`config.mk`:
```
export PLATFORM = sky130hd
export DESIGN_NAME = mem_access_ctl
export DESIGN_NICKNAME = d
export VERILOG_FILES = /design/src/rtl/mem_access_ctl.sv
export SDC_FILE = /design/constraint.sdc
export NUM_CORES = 1
export LEC_CHECK = 0
export BUFFER_PORTS_ARGS = -buffer_cell sky130_fd_sc_hd__clkbuf_2
export CORE_MARGIN = 3
export CORE_UTILIZATION = 42
export DETAILED_ROUTE_END_ITERATION = 8
export PLACE_DENSITY = 0.69
export SETUP_SLACK_MARGIN = 0.4
export SYNTH_ARGS = -nofsm -noshare
export SYNTH_HDL_FRONTEND = slang
export SYNTH_SLANG_ARGS = --single-unit
```
`constraint.sdc`:
```
create_clock -name clk -period 3.3 [get_ports clk]
set_input_delay 0.495 -clock clk [delete_from_list [all_inputs] [get_ports clk]]
set_output_delay 0.495 -clock clk [all_outputs]
set_load 0.005 [all_outputs]
```
`src/rtl/mem_access_ctl.sv`:
```
// Load/store access controller between a core and a fixed-latency word memory (big-endian lanes).
// Optional build macro MEM_ALIGN_CHECK_EN rejects misaligned lw/sw with err instead of silently aligning.
module mem_access_ctl #(
  parameter int MEM_LATENCY = 1
) (
  input  logic        clk,
  input  logic        rst_b,
  input  logic        req,
  input  logic [2:0]  op,
  input  logic [31:0] addr,
  input  logic [31:0] wdata,
  input  logic        halted,
  output logic        busy,
  output logic        done,
  output logic        err,
  output logic [31:0] rdata,
  output logic [31:0] mem_addr,
  output logic [31:0] mem_data_in,
  input  logic [31:0] mem_data_out,
  output logic        mem_write_en
);

  typedef enum logic [1:0] {IDLE, RD_WAIT, WR, DONE} state_t;

  localparam logic [2:0] OP_LW  = 3'b000;
  localparam logic [2:0] OP_SW  = 3'b001;
  localparam logic [2:0] OP_LB  = 3'b010;
  localparam logic [2:0] OP_LBU = 3'b011;
  localparam logic [2:0] OP_SB  = 3'b100;
  localparam logic [3:0] LAT    = 4'(MEM_LATENCY);

  state_t      state_q;
  logic [3:0]  cnt_q;
  logic [2:0]  op_q;
  logic [1:0]  off_q;
  logic [7:0]  wbyte_q;
  logic        bad_q;
  logic        busy_q, done_q, err_q, mem_write_en_q;
  logic [31:0] rdata_q, mem_addr_q, mem_data_in_q;
  logic        accept_s, reject_s, misalign_s;

  // Lane k is byte offset k; lane 0 sits in the most significant byte.
  function automatic logic [7:0] lane_get(input logic [31:0] w, input logic [1:0] k);
    case (k)
      2'd0:    lane_get = w[31:24];
      2'd1:    lane_get = w[23:16];
      2'd2:    lane_get = w[15:8];
      2'd3:    lane_get = w[7:0];
      default: lane_get = 8'h00;
    endcase
  endfunction

  function automatic logic [31:0] lane_put(input logic [31:0] w, input logic [1:0] k,
                                           input logic [7:0] b);
    case (k)
      2'd0:    lane_put = {b, w[23:0]};
      2'd1:    lane_put = {w[31:24], b, w[15:0]};
      2'd2:    lane_put = {w[31:16], b, w[7:0]};
      2'd3:    lane_put = {w[31:8], b};
      default: lane_put = w;
    endcase
  endfunction

  function automatic logic [31:0] load_fmt(input logic [2:0] o, input logic [31:0] w,
                                           input logic [1:0] k);
    logic [7:0] b;
    b = lane_get(w, k);
    case (o)
      OP_LB:   load_fmt = {{24{b[7]}}, b};
      OP_LBU:  load_fmt = {24'h000000, b};
      default: load_fmt = w;
    endcase
  endfunction

  // Request qualification: acceptance window and early rejection of bad requests.
  always_comb begin
    accept_s   = 1'b0;
    misalign_s = 1'b0;
    if ((state_q == IDLE) && req && !halted) begin
      accept_s = 1'b1;
    end else begin
      accept_s = 1'b0;
    end
`ifdef MEM_ALIGN_CHECK_EN
    if (((op == OP_LW) || (op == OP_SW)) && (addr[1:0] != 2'b00)) begin
      misalign_s = 1'b1;
    end else begin
      misalign_s = 1'b0;
    end
`else
    misalign_s = 1'b0;
`endif
    reject_s = (op > OP_SB) || misalign_s;
  end

  // Access sequencer; rejected requests pass through WR with the strobe suppressed.
  always_ff @(posedge clk or negedge rst_b) begin
    if (!rst_b) begin
      state_q        <= IDLE;
      cnt_q          <= 4'd0;
      op_q           <= 3'd0;
      off_q          <= 2'd0;
      wbyte_q        <= 8'h00;
      bad_q          <= 1'b0;
      busy_q         <= 1'b0;
      done_q         <= 1'b0;
      err_q          <= 1'b0;
      mem_write_en_q <= 1'b0;
      rdata_q        <= 32'h0;
      mem_addr_q     <= 32'h0;
      mem_data_in_q  <= 32'h0;
    end else begin
      done_q         <= 1'b0;
      err_q          <= 1'b0;
      mem_write_en_q <= 1'b0;
      case (state_q)
        IDLE: begin
          if (accept_s) begin
            busy_q     <= 1'b1;
            mem_addr_q <= {addr[31:2], 2'b00};
            op_q       <= op;
            off_q      <= addr[1:0];
            wbyte_q    <= wdata[7:0];
            cnt_q      <= 4'd1;
            if (reject_s) begin
              bad_q   <= 1'b1;
              state_q <= WR;
            end else if (op == OP_SW) begin
              bad_q          <= 1'b0;
              mem_write_en_q <= 1'b1;
              mem_data_in_q  <= wdata;
              state_q        <= WR;
            end else begin
              bad_q   <= 1'b0;
              state_q <= RD_WAIT;
            end
          end
        end
        RD_WAIT: begin
          if (cnt_q == LAT) begin
            if (op_q == OP_SB) begin
              mem_write_en_q <= 1'b1;
              mem_data_in_q  <= lane_put(mem_data_out, off_q, wbyte_q);
              state_q        <= WR;
            end else begin
              rdata_q <= load_fmt(op_q, mem_data_out, off_q);
              done_q  <= 1'b1;
              busy_q  <= 1'b0;
              state_q <= DONE;
            end
          end else begin
            cnt_q <= cnt_q + 4'd1;
          end
        end
        WR: begin
          done_q  <= 1'b1;
          err_q   <= bad_q;
          busy_q  <= 1'b0;
          state_q <= DONE;
        end
        DONE:    state_q <= IDLE;
        default: state_q <= IDLE;
      endcase
    end
  end

  assign busy         = busy_q;
  assign done         = done_q;
  assign err          = err_q;
  assign rdata        = rdata_q;
  assign mem_addr     = mem_addr_q;
  assign mem_data_in  = mem_data_in_q;
  assign mem_write_en = mem_write_en_q;

endmodule

```
==> impl_metrics.csv, run 1 <==
group,metric,value,unit
sta,fmax,363.6,MHz
clock_network,cts.sinks,118,
worst_setup_path,worst_r2r_path_depth,7,
synth,ys_seq_area_share,51.05,%
clock_network,cts_made_buffers,17,
sta,fin_crit,2.750,ns
worst_setup_path,cpPeakStageDelay,0.55,ns
clock_network,cts_buffer_depth,2,
die,num_io_pins,203,
pwr,ir_drop,406.7,uV
clock_network,postCtsSetupRepairBufs,0,
synth,async_flop_share,100.0,%
die,chipHeight,123.4,um
die,floorplan.rows,42,
pwr,p_per_area,1057,mW/mm^2
detailed_routing,vias_per_cell,5.290,
place,hpwlAfterDp,13210,um
sta,slew_headroom,32.73,%
place,gp_congestion,0.8757,
global_route,antenna_found_initial,2,
hold_path,hold_class,"primary input to async pin",
worst_setup_path,start_kind,"flip-flop",
clock_network,clkLatencyLatePin,0.41,ns
detailed_routing,drt-total-wl,17820,um
worst_setup_path,cp_top_family,"simple AND/OR/NAND/NOR gates",
global_route,grt_first_pass_wirelength,27370,um
place,pre_cts_ws,0.4392,ns
sta,setup_viol,0,
sta,tightestPinTransition,1.009,ns
flow_run,drv_cap,0,
die,coreArea,0.01335,mm^2
global_route,grt_pass1_vias,5193,
worst_setup_path,crit_cells,7,
sta,setup-tns-final,0,ns
sta,slew_viol_final,0,
detailed_routing,drc,0,
cells_and_area,antennaDiodeCount,0,
place,port_buffers,200,
synth,ys_types,42,
clock_network,clk_pin_slew,0.05,ns
pwr,power.leakage,3.991,nW
sta,finalHoldViolCount,0,
worst_setup_path,reg2reg_slack,0.55,ns
worst_setup_path,cp_slowest_cell,"or4b_1",
detailed_routing,drtPass1Iterations,5,
sta,min_period_over_period,83.35,%
cells_and_area,syn_to_final_growth,31.30,%
synth,synth_edf_count,0,
cells_and_area,drive_gt1_share,34.74,%
sta,rsz0062_at_grt,"no",
synth,syn_inst,602,
cells_and_area,nets,902,
sta,setup_ws,0.5496,ns
detailed_routing,dr_total_vias,5195,
worst_setup_path,cp.arrival,3.04,ns
cells_and_area,fin_cells,982,
pwr,finalPower,8.026,mW
die,die_area,0.01522,mm^2
worst_setup_path,path_cells,"inv_1 -> ha_2 -> nand3b_1 -> or4b_1 -> o2bb2ai_4 -> buf_4 -> mux2_4",
detailed_routing,antenna_left,0,
global_route,track_usage,23.85,%
clock_network,cts_tree,"yes",
synth,netlist_area,0.005784,mm^2
worst_setup_path,crit_type,"flip-flop to flip-flop",
place,dpl.cell_count,950,
global_route,grt_overflow,0,
clock_network,cts_root_buf,"clkbuf_16",
clock_network,cts_max_level,4,
synth,ys.flop_type,"dfrtp_1",
die,initial_core_util,43.34,%
worst_setup_path,crit_buf_inv,2,
synth,syn_area_per_cell,9.608,um^2
worst_setup_path,required,3.59,ns
detailed_routing,wire_per_inst,18.15,um
detailed_routing,first_iter_violations,379,
synth,yosys_warnings,0,
worst_setup_path,end_kind,"flip-flop",
sta,skew,0.006336,ns
worst_setup_path,path_max_fanout,22,
status,status,"finished, final reports clean",
global_route,grt_max_degree,63,
synth,ys_ff_latch,118,
die,die_w,123.4,um
==> Yosys cell counts (2+ instances only) <==
master / instances / area, um^2
nand3b_1: 2 / 15.01
buf_2: 9 / 45.04
a21oi_1: 69 / 345.3
nand3_1: 3 / 15.01
buf_6: 3 / 33.78
o21a_1: 3 / 22.52
o22ai_1: 3 / 18.77
clkbuf_1: 21 / 78.83
a22oi_1: 7 / 52.55
nor2b_1: 5 / 31.28
buf_1: 5 / 18.77
or3b_2: 2 / 17.52
mux2_4: 30 / 450.4
nor2_1: 68 / 255.2
inv_1: 5 / 18.77
nand2_1: 161 / 604.3
buf_4: 2 / 15.01
dfrtp_1: 118 / 2953
o2bb2ai_1: 8 / 70.07
mux2_2: 2 / 22.52
ha_1: 6 / 75.07
and2_1: 4 / 25.02
mux2i_1: 40 / 400.4
o21ai_0: 8 / 40.04
==> worst paths after layout <==
| kind | from | endpoint |
|---|---|---|
| max in group asynchronous | rst_b | mem_addr[30] |
| worst max-delay path | state_q[1] | mem_data_in[25] |
| worst max register to register | state_q[1] | mem_data_in[25] |
| worst min register to register | mem_addr[13] | mem_addr[13] |
| worst min-delay path | rst_b | rdata[20] |
| min in group clk | addr[8] | mem_addr[8] |
==> stage by stage <==
| step | hold WS, ns | area [um^2] | util (%) |
|---|---|---|---|
| after floorplan | 0.1994 | 5788 | - |
| after global placement | 0.4581 | 6933 | 51.94 |
| after detailed placement | 0.4628 | 6933 | 51.94 |
| after CTS | 0.1953 | 7592 | 56.88 |
| after global routing | 0.2339 | 7595 | 56.90 |
| final | 0.1753 | 7595 | 56.90 |
==> area by class of cell <==
| type | instances | area (um^2) |
|---|---|---|
| inverter | 5 | 18.77 |
| timing repair buffer | 211 | 1099 |
| clock buffer | 24 | 491.7 |
| multi-input combinational | 440 | 2645 |
| clock inverter | 8 | 167.7 |
| sequential | 118 | 2953 |
| fill | 1224 | 5753 |
| tap | 176 | 220.2 |
==> cell families (layout without fill, tap and decap cells) <==
| group | count (synthesis) | after routing | synth area share, % |
|---|---|---|---|
| simple gates | 252 | 252 | 17.61 |
| flops | 118 | 118 | 51.05 |
| compound gates | 107 | 107 | 10.86 |
| mux | 73 | 73 | 15.49 |
| buf+inv | 45 | 248 | 3.634 |
| fa+ha+maj | 6 | 6 | 1.298 |
| other cells | 1 | 2 | 0.06483 |
==> cell usage in the layout, fill, tap and decap left out, types with 4 or more instances in the layout <==
| cell type | instances |
|---|---|
| o21ai_0 | 8 |
| inv_1 | 5 |
| a22oi_1 | 7 |
| mux2i_1 | 40 |
| clkbuf_2 | 199 |
| a21oi_1 | 69 |
| nand2_1 | 161 |
| and2_1 | 4 |
| bufinv_16 | 5 |
| ha_1 | 4 |
| clkbuf_8 | 4 |
| buf_4 | 11 |
| dfrtp_1 | 118 |
| nor2_1 | 67 |
| clkbuf_16 | 17 |
| o2bb2ai_1 | 8 |
| nor2b_1 | 5 |
| mux2_4 | 30 |
==> metal layers <==
metal | vias up | track usage, % | wire (um)
li1 | 2400 | - | -
met1 | 2503 | 31.24 | 7365
met2 | 260 | 37.41 | 8347
met3 | 28 | 7.502 | 1725
met4 | 4 | 8.443 | 361
met5 | - | 0 | 21
==> flip-flops by register name, indices dropped and copies added, names as in the netlist <==
name and flops:
bad_q 1, busy 1, cnt_q 4, done 1
err 1, mem_addr 30, mem_data_in 32, mem_write_en 1
off_q 2, op_q 3, rdata 32, state_q 2
wbyte_q 8
==> report_power, final <==
group / switching (mW) / internal (mW)
Combinational: 1.66 / 1.59
Clock: 0.639 / 1.42
Sequential: 0.565 / 2.15
Total: 2.87 / 5.16
==> repair_timing <==
item / 4_1_cts / 5_1_grt
resized for setup: 0 / 1
hold endpoints to repair: 0 / 0
hold buffers: 0 / 0
setup endpoints to repair: 0 / 11
Power figures use the tool's default switching activity.
==> inputs of run 2 (changes only) <==
--- a/config.mk
+++ b/config.mk
@@ -9,7 +9,7 @@
 export CORE_MARGIN = 3
 export CORE_UTILIZATION = 42
 export DETAILED_ROUTE_END_ITERATION = 8
-export PLACE_DENSITY = 0.69
+export PLACE_DENSITY = 0.72
 export SETUP_SLACK_MARGIN = 0.4
 export SYNTH_ARGS = -nofsm -noshare
 export SYNTH_HDL_FRONTEND = slang
==> constraint.sdc (replaced) <==
create_clock -name clk -period 2.4 [get_ports clk]
set_input_delay 0.36 -clock clk [delete_from_list [all_inputs] [get_ports clk]]
set_output_delay 0.36 -clock clk [all_outputs]
set_load 0.005 [all_outputs]
==> run 2 against run 1 <==
  * Sequential share of layout area decreased by 0.73 points
  * Register-to-register slack got worse by 0.18 ns
  * Non-clock buffer count increased by 13
  * Die area unchanged
  * Critical endpoint is now mem_data_in[14]
  * Utilization increased by 1.1 points
==> impl_metrics.csv, run 2 (synthesis gave the netlist of run 1 again) <==
group,metric,value,unit
hold_path,hold_class,"primary input to flip-flop",
sta,skew,0.007487,ns
clock_network,cts_made_buffers,17,
sta,finalHoldViolCount,0,
cells_and_area,antennaDiodeCount,0,
sta,tightestPinTransition,0.6486,ns
sta,min_period_over_period,84.79,%
worst_setup_path,cp_top_family,"simple AND/OR/NAND/NOR gates",
global_route,grt_first_pass_wirelength,26810,um
clock_network,cts_root_buf,"clkbuf_16",
detailed_routing,wire_per_inst,17.76,um
status,status,"finished, final reports clean",
sta,fmax,491.4,MHz
cells_and_area,mostFrequentLayoutCells,"clkbuf_2 (199), nand2_1 (161), dfrtp_1 (117)",
worst_setup_path,reg2reg_slack,0.37,ns
detailed_routing,antenna_left,0,
pwr,p_per_area,1424,mW/mm^2
die,die_w,123.4,um
worst_setup_path,crit_type,"flip-flop to flip-flop",
sta,setup-tns-final,0,ns
detailed_routing,dr_total_vias,5153,
detailed_routing,drc,0,
detailed_routing,vias_per_cell,5.179,
worst_setup_path,required,2.69,ns
worst_setup_path,cpPeakStageDelay,0.54,ns
clock_network,cts_tree,"yes",
cells_and_area,final.fill_count,1176,
place,dpl.cell_count,955,
die,die_area,0.01522,mm^2
clock_network,cts_buffer_depth,2,
worst_setup_path,crit_buf_inv,2,
worst_setup_path,r2r-start,"state_q[1]",
pwr,power.leakage,4.058,nW
worst_setup_path,cp.arrival,2.33,ns
place,gp_congestion,0.8271,
hold_path,holdPathEnd,"mem_addr[6]",
die,floorplan.rows,42,
cells_and_area,drive_gt1_share,36.39,%
global_route,grt_overflow,0,
die,num_io_pins,203,
pwr,ir_drop,610.7,uV
flow_run,drv_cap,0,
detailed_routing,drtPass1Iterations,5,
sta,slew_viol_final,0,
place,port_buffers,200,
global_route,grt_pass1_vias,5073,
global_route,antenna_found_initial,0,
global_route,grt_max_degree,49,
detailed_routing,drt-total-wl,17670,um
worst_setup_path,end_kind,"flip-flop",
clock_network,cts_max_level,4,
worst_setup_path,path_cells,"inv_2 -> ha_4 -> nand3b_1 -> or4b_4 -> o2bb2ai_4 -> buf_12 -> mux2_4",
cells_and_area,syn_to_final_growth,33.87,%
detailed_routing,first_iter_violations,320,
hold_path,worstHoldStart,"addr[6]",
clock_network,clkLatencyLatePin,0.41,ns
die,coreArea,0.01335,mm^2
worst_setup_path,path_max_fanout,21,
place,hpwlAfterDp,12640,um
die,initial_core_util,43.34,%
sta,rsz0062_at_grt,"yes",
die,chipHeight,123.4,um
global_route,track_usage,23.26,%
cells_and_area,final_common_cell,"clkbuf_2",
cells_and_area,nets,915,
cells_and_area,fin_cells,995,
worst_setup_path,start_kind,"flip-flop",
worst_setup_path,cp_slowest_cell,"or4b_4",
worst_setup_path,worst_r2r_path_depth,7,
sta,fin_crit,2.035,ns
hold_path,min_path_cells,3,
worst_setup_path,r2r-end,"mem_data_in[14]",
sta,slew_headroom,56.76,%
clock_network,clk_pin_slew,0.05,ns
clock_network,cts.sinks,118,
sta,setup_viol,0,
## run 2: changes by cell type in the layout (fill, tap and decap cells not counted), moves of 2 or more
| cell | delta |
|---|---|
| bufinv_16 | -2 |
| nor2_4 | +2 |
| clkbuf_8 | -2 |
| clkinv_2 | +4 |
| inv_2 | +2 |
| inv_1 | -2 |
| buf_4 | +3 |
| buf_12 | +4 |
| buf_6 | +4 |
## run 2: worst max-delay path by stage
stage                     from              end  slack (ns)  cells past startpoint
finish              state_q[1]  mem_data_in[14]        0.37                      7
detailed placement  state_q[0]  mem_data_in[13]        0.15                      7
global placement    state_q[0]  mem_data_in[13]        0.19                      7
floorplan           state_q[0]  mem_data_in[10]        0.39                      7
CTS                 state_q[0]  mem_data_in[14]        0.38                      7
global route        state_q[1]   mem_data_in[4]        0.30                      7
## run 2: area by class of cell
class / instances / area [um^2] / area share (%)
clock buffer: 22 / 464.2 / 5.995
clock inverter: 10 / 127.6 / 1.648
inverter: 5 / 18.77 / 0.2424
multi-input combinational: 440 / 2678 / 34.58
sequential: 118 / 2954 / 38.15
tap: 176 / 220.2 / 2.844
timing repair buffer: 224 / 1281 / 16.55
## run 2: timing repair
item / CTS / global route
resized for setup: 7 / 5
gates cloned: 0 / 1
buffers inserted: 5 / 1
hold endpoints to repair: 45 / 0
hold buffers: 1 / 0
setup endpoints to repair: 34 / 63
## run 2: power breakdown
| part | internal [mW] | switching (mW) |
|---|---|---|
| clock network | 1.67 | 0.871 |
| logic | 2.41 | 2.39 |
| registers | 2.95 | 0.728 |
## run 2: per-layer routing
layer	wire length [um]	share of wire, %	GRT usage (%)	up-vias
met1	7396	42	30.69	2434
met2	8093	46	36.43	268
met4	277	1.6	7.059	0
met3	1903	11	7.823	24
met5	0	0	0	-
li1	-	-	-	2427
## run 2: worst reg2reg max path, delay by kind of cell, from the launching register on
| kind | cells | cell delay, ns |
|---|---|---|
| DFF | 1 | 0.40 |
| muxes | 1 | 0.33 |
| and+or+nand+nor | 2 | 0.63 |
| adders and majority gates | 1 | 0.13 |
| buffers and inverters | 2 | 0.28 |
| AOI/OAI and AO/OA | 1 | 0.15 |
## run 2: stage by stage
step                      instance area (um^2)  setup slack (ns)  total power [mW]  hold WS [ns]  utilization, %
after CTS                                 7692            0.3773             10.99        0.1233           57.63
after global routing                      7744            0.2998             11.80        0.1398           58.01
after detailed placement                  7027            0.1481             8.290        0.4204           52.64
after global placement                    7027            0.1867             8.156        0.4218           52.64
final                                     7744            0.3651             11.02        0.1396           58.01
after floorplan                           5831            0.3935             6.536       0.06441               -
==> inputs of run 3 (changes only) <==
--- a/config.mk
+++ b/config.mk
@@ -9,7 +9,7 @@
 export CORE_MARGIN = 3
 export CORE_UTILIZATION = 42
 export DETAILED_ROUTE_END_ITERATION = 8
-export PLACE_DENSITY = 0.72
+export PLACE_DENSITY = 0.69
 export SETUP_SLACK_MARGIN = 0.4
 export SYNTH_ARGS = -nofsm -noshare
 export SYNTH_HDL_FRONTEND = slang
==> constraint.sdc (replaced) <==
create_clock -name clk -period 2.02 [get_ports clk]
set_input_delay 0.303 -clock clk [delete_from_list [all_inputs] [get_ports clk]]
set_output_delay 0.303 -clock clk [all_outputs]
set_load 0.005 [all_outputs]
==> run 3 against run 2 <==
  * Largest cell class unchanged
  * Wire length increased by 9.5%
  * The flow now finishes with violations (negative setup slack)
  * Power rose by 28%
  * Setup slack worse by 0.41 ns
  * Clock power increased by 22%
  * Clock-buffer cell count fell by 2
==> impl_metrics.csv, run 3 (synthesis gave the netlist of run 1 again) <==
group,metric,value,unit
detailed_routing,drtPass1Iterations,5,
cells_and_area,drive_gt1_share,40.59,%
sta,skew,0.009136,ns
clock_network,clkLatencyLatePin,0.42,ns
worst_setup_path,path_max_fanout,5,
worst_setup_path,cp_top_family,"simple AND/OR/NAND/NOR gates",
worst_setup_path,cp.arrival,2.41,ns
global_route,grt_first_pass_wirelength,29190,um
place,place_area,0.007148,mm^2
worst_setup_path,crit_buf_inv,4,
cells_and_area,stdcell_area,0.008220,mm^2
worst_setup_path,end_kind,"flip-flop",
worst_setup_path,reg2reg_slack,-0.05,ns
hold_path,hold_class,"primary input to flip-flop",
clock_network,cts_tree,"yes",
global_route,grt_pass1_vias,5461,
place,hpwlAfterDp,13430,um
status,violations,"negative setup slack",
sta,slew_viol_final,0,
place,port_buffers,200,
sta,setup_viol,28,
clock_network,cts_made_buffers,17,
worst_setup_path,start_kind,"flip-flop",
detailed_routing,drc,0,
sta,tightestPinTransition,0.5640,ns
global_route,grt_max_degree,41,
place,gp_congestion,0.8799,
cells_and_area,nets,941,
sta,setup-tns-final,-0.6806,ns
detailed_routing,first_iter_violations,522,
status,status,"complete, but fails checks",
global_route,grt_overflow,0,
worst_setup_path,crit_type,"flip-flop to flip-flop",
global_route,use_met3,7.502,%
worst_setup_path,required,2.36,ns
detailed_routing,wire_per_inst,18.96,um
die,num_io_pins,203,
worst_setup_path,path_cells,"buf_4 -> ha_2 -> or4bb_4 -> buf_6 -> nor2_4 -> buf_12 -> bufbuf_16 -> nor2_1 -> a21oi_1",
hold_path,worstHoldStart,"addr[11]",
detailed_routing,drt-total-wl,19350,um
detailed_routing,dr_total_vias,5479,
sta,rsz0062_at_grt,"yes",
cells_and_area,syn_to_final_growth,42.12,%
die,initial_core_util,43.34,%
clock_network,cts_buffer_depth,2,
flow_run,drv_cap,0,
place,pre_cts_ws,-0.04554,ns
cells_and_area,antennaDiodeCount,0,
sta,min_period_over_period,102.4,%
sta,hold_ws,0.07725,ns
pwr,p_per_area,1716,mW/mm^2
sta,finalHoldViolCount,0,
die,floorplan.rows,42,
global_route,grt_use_met1,33.07,%
worst_setup_path,worst_r2r_path_depth,9,
die,coreArea,0.01335,mm^2
die,chipHeight,123.4,um
pwr,ir_drop,895.5,uV
worst_setup_path,r2r-start,"state_q[0]",
clock_network,clk_pin_slew,0.06,ns
global_route,grtUsageMet2,40.47,%
global_route,antenna_found_initial,0,
global_route,track_usage,25.39,%
sta,slew_headroom,62.32,%
worst_setup_path,cp_slowest_cell,"or4bb_4",
detailed_routing,vias_per_cell,5.366,
detailed_routing,antenna_left,0,
sta,fmax,483.3,MHz
global_route,grt-busiest-layer,"met2",
die,die_w,123.4,um
clock_network,cts_root_buf,"clkbuf_16",
clock_network,cts_max_level,4,
sta,fin_crit,2.069,ns
die,die_area,0.01522,mm^2
sta,setup_ws,-0.04921,ns
cells_and_area,final_util,61.59,%
hold_path,min_path_cells,3,
clock_network,cts.sinks,118,
worst_setup_path,cpPeakStageDelay,0.47,ns
pwr,power.leakage,4.283,nW
hold_path,holdPathEnd,"mem_addr[11]",
cells_and_area,final_common_cell,"clkbuf_2",
cells_and_area,mostFrequentLayoutCells,"clkbuf_2 (199), nand2_1 (159), dfrtp_1 (118)",
worst_setup_path,r2r-end,"rdata[27]",
run 3: through the flow:
| stage | total power, mW | cells |
|---|---|---|
| global placement | 9.893 | 970 |
| detailed placement | 10.12 | 970 |
| floorplan | 7.891 | 603 |
| finish | 14.10 | 1021 |
| global route | 14.96 | 1021 |
| CTS | 13.86 | 1017 |
run 3: worst max path at each step:
stage | to | depth (start not counted) | slack, ns | start
final | rdata[27] | 9 | -0.05 | state_q[0]
after global routing | rdata[27] | 9 | -0.11 | state_q[0]
after CTS | mem_data_in[18] | 7 | -0.03 | state_q[0]
after detailed placement | mem_data_in[18] | 7 | -0.05 | state_q[0]
after global placement | mem_data_in[3] | 7 | 0.02 | state_q[0]
after floorplan | mem_data_in[10] | 7 | 0.01 | state_q[0]
run 3: final cells by class:
| type | instances | area (um^2) |
|---|---|---|
| Clock buffer | 20 | 456.7 |
| Clock inverter | 12 | 152.6 |
| Fill cell | 1105 | 5127 |
| Inverter | 5 | 18.77 |
| Multi-Input combinational cell | 440 | 2768 |
| Sequential cell | 118 | 2953 |
| Tap cell | 176 | 220.2 |
| Timing Repair Buffer | 250 | 1652 |
run 3: repair_timing:
item | in CTS | in global routing
setup endpoints to repair | 81 | 103
buffers inserted | 8 | 3
pin swaps | 2 | 6
cloned | 6 | 1
hold endpoints to repair | 36 | 0
gates resized for setup | 28 | 17
hold buffers | 1 | 0
run 3: layer usage:
metal	vias to the layer above	routed length, um
met3	33	1953
met2	291	9107
met4	0	472
met5	-	0
li1	2483	-
met1	2672	7821
run 3: worst min-delay path, delay by kind of cell:
family	cells	cell delay (ns)
buffers and inverters	1	0.07
AND/OR/NAND/NOR	2	0.08
run 3: where the power goes:
group	switching, mW	internal, mW
combinational	3.16	3.42
sequential	0.897	3.51
clock	1.12	2.00
total	5.17	8.93
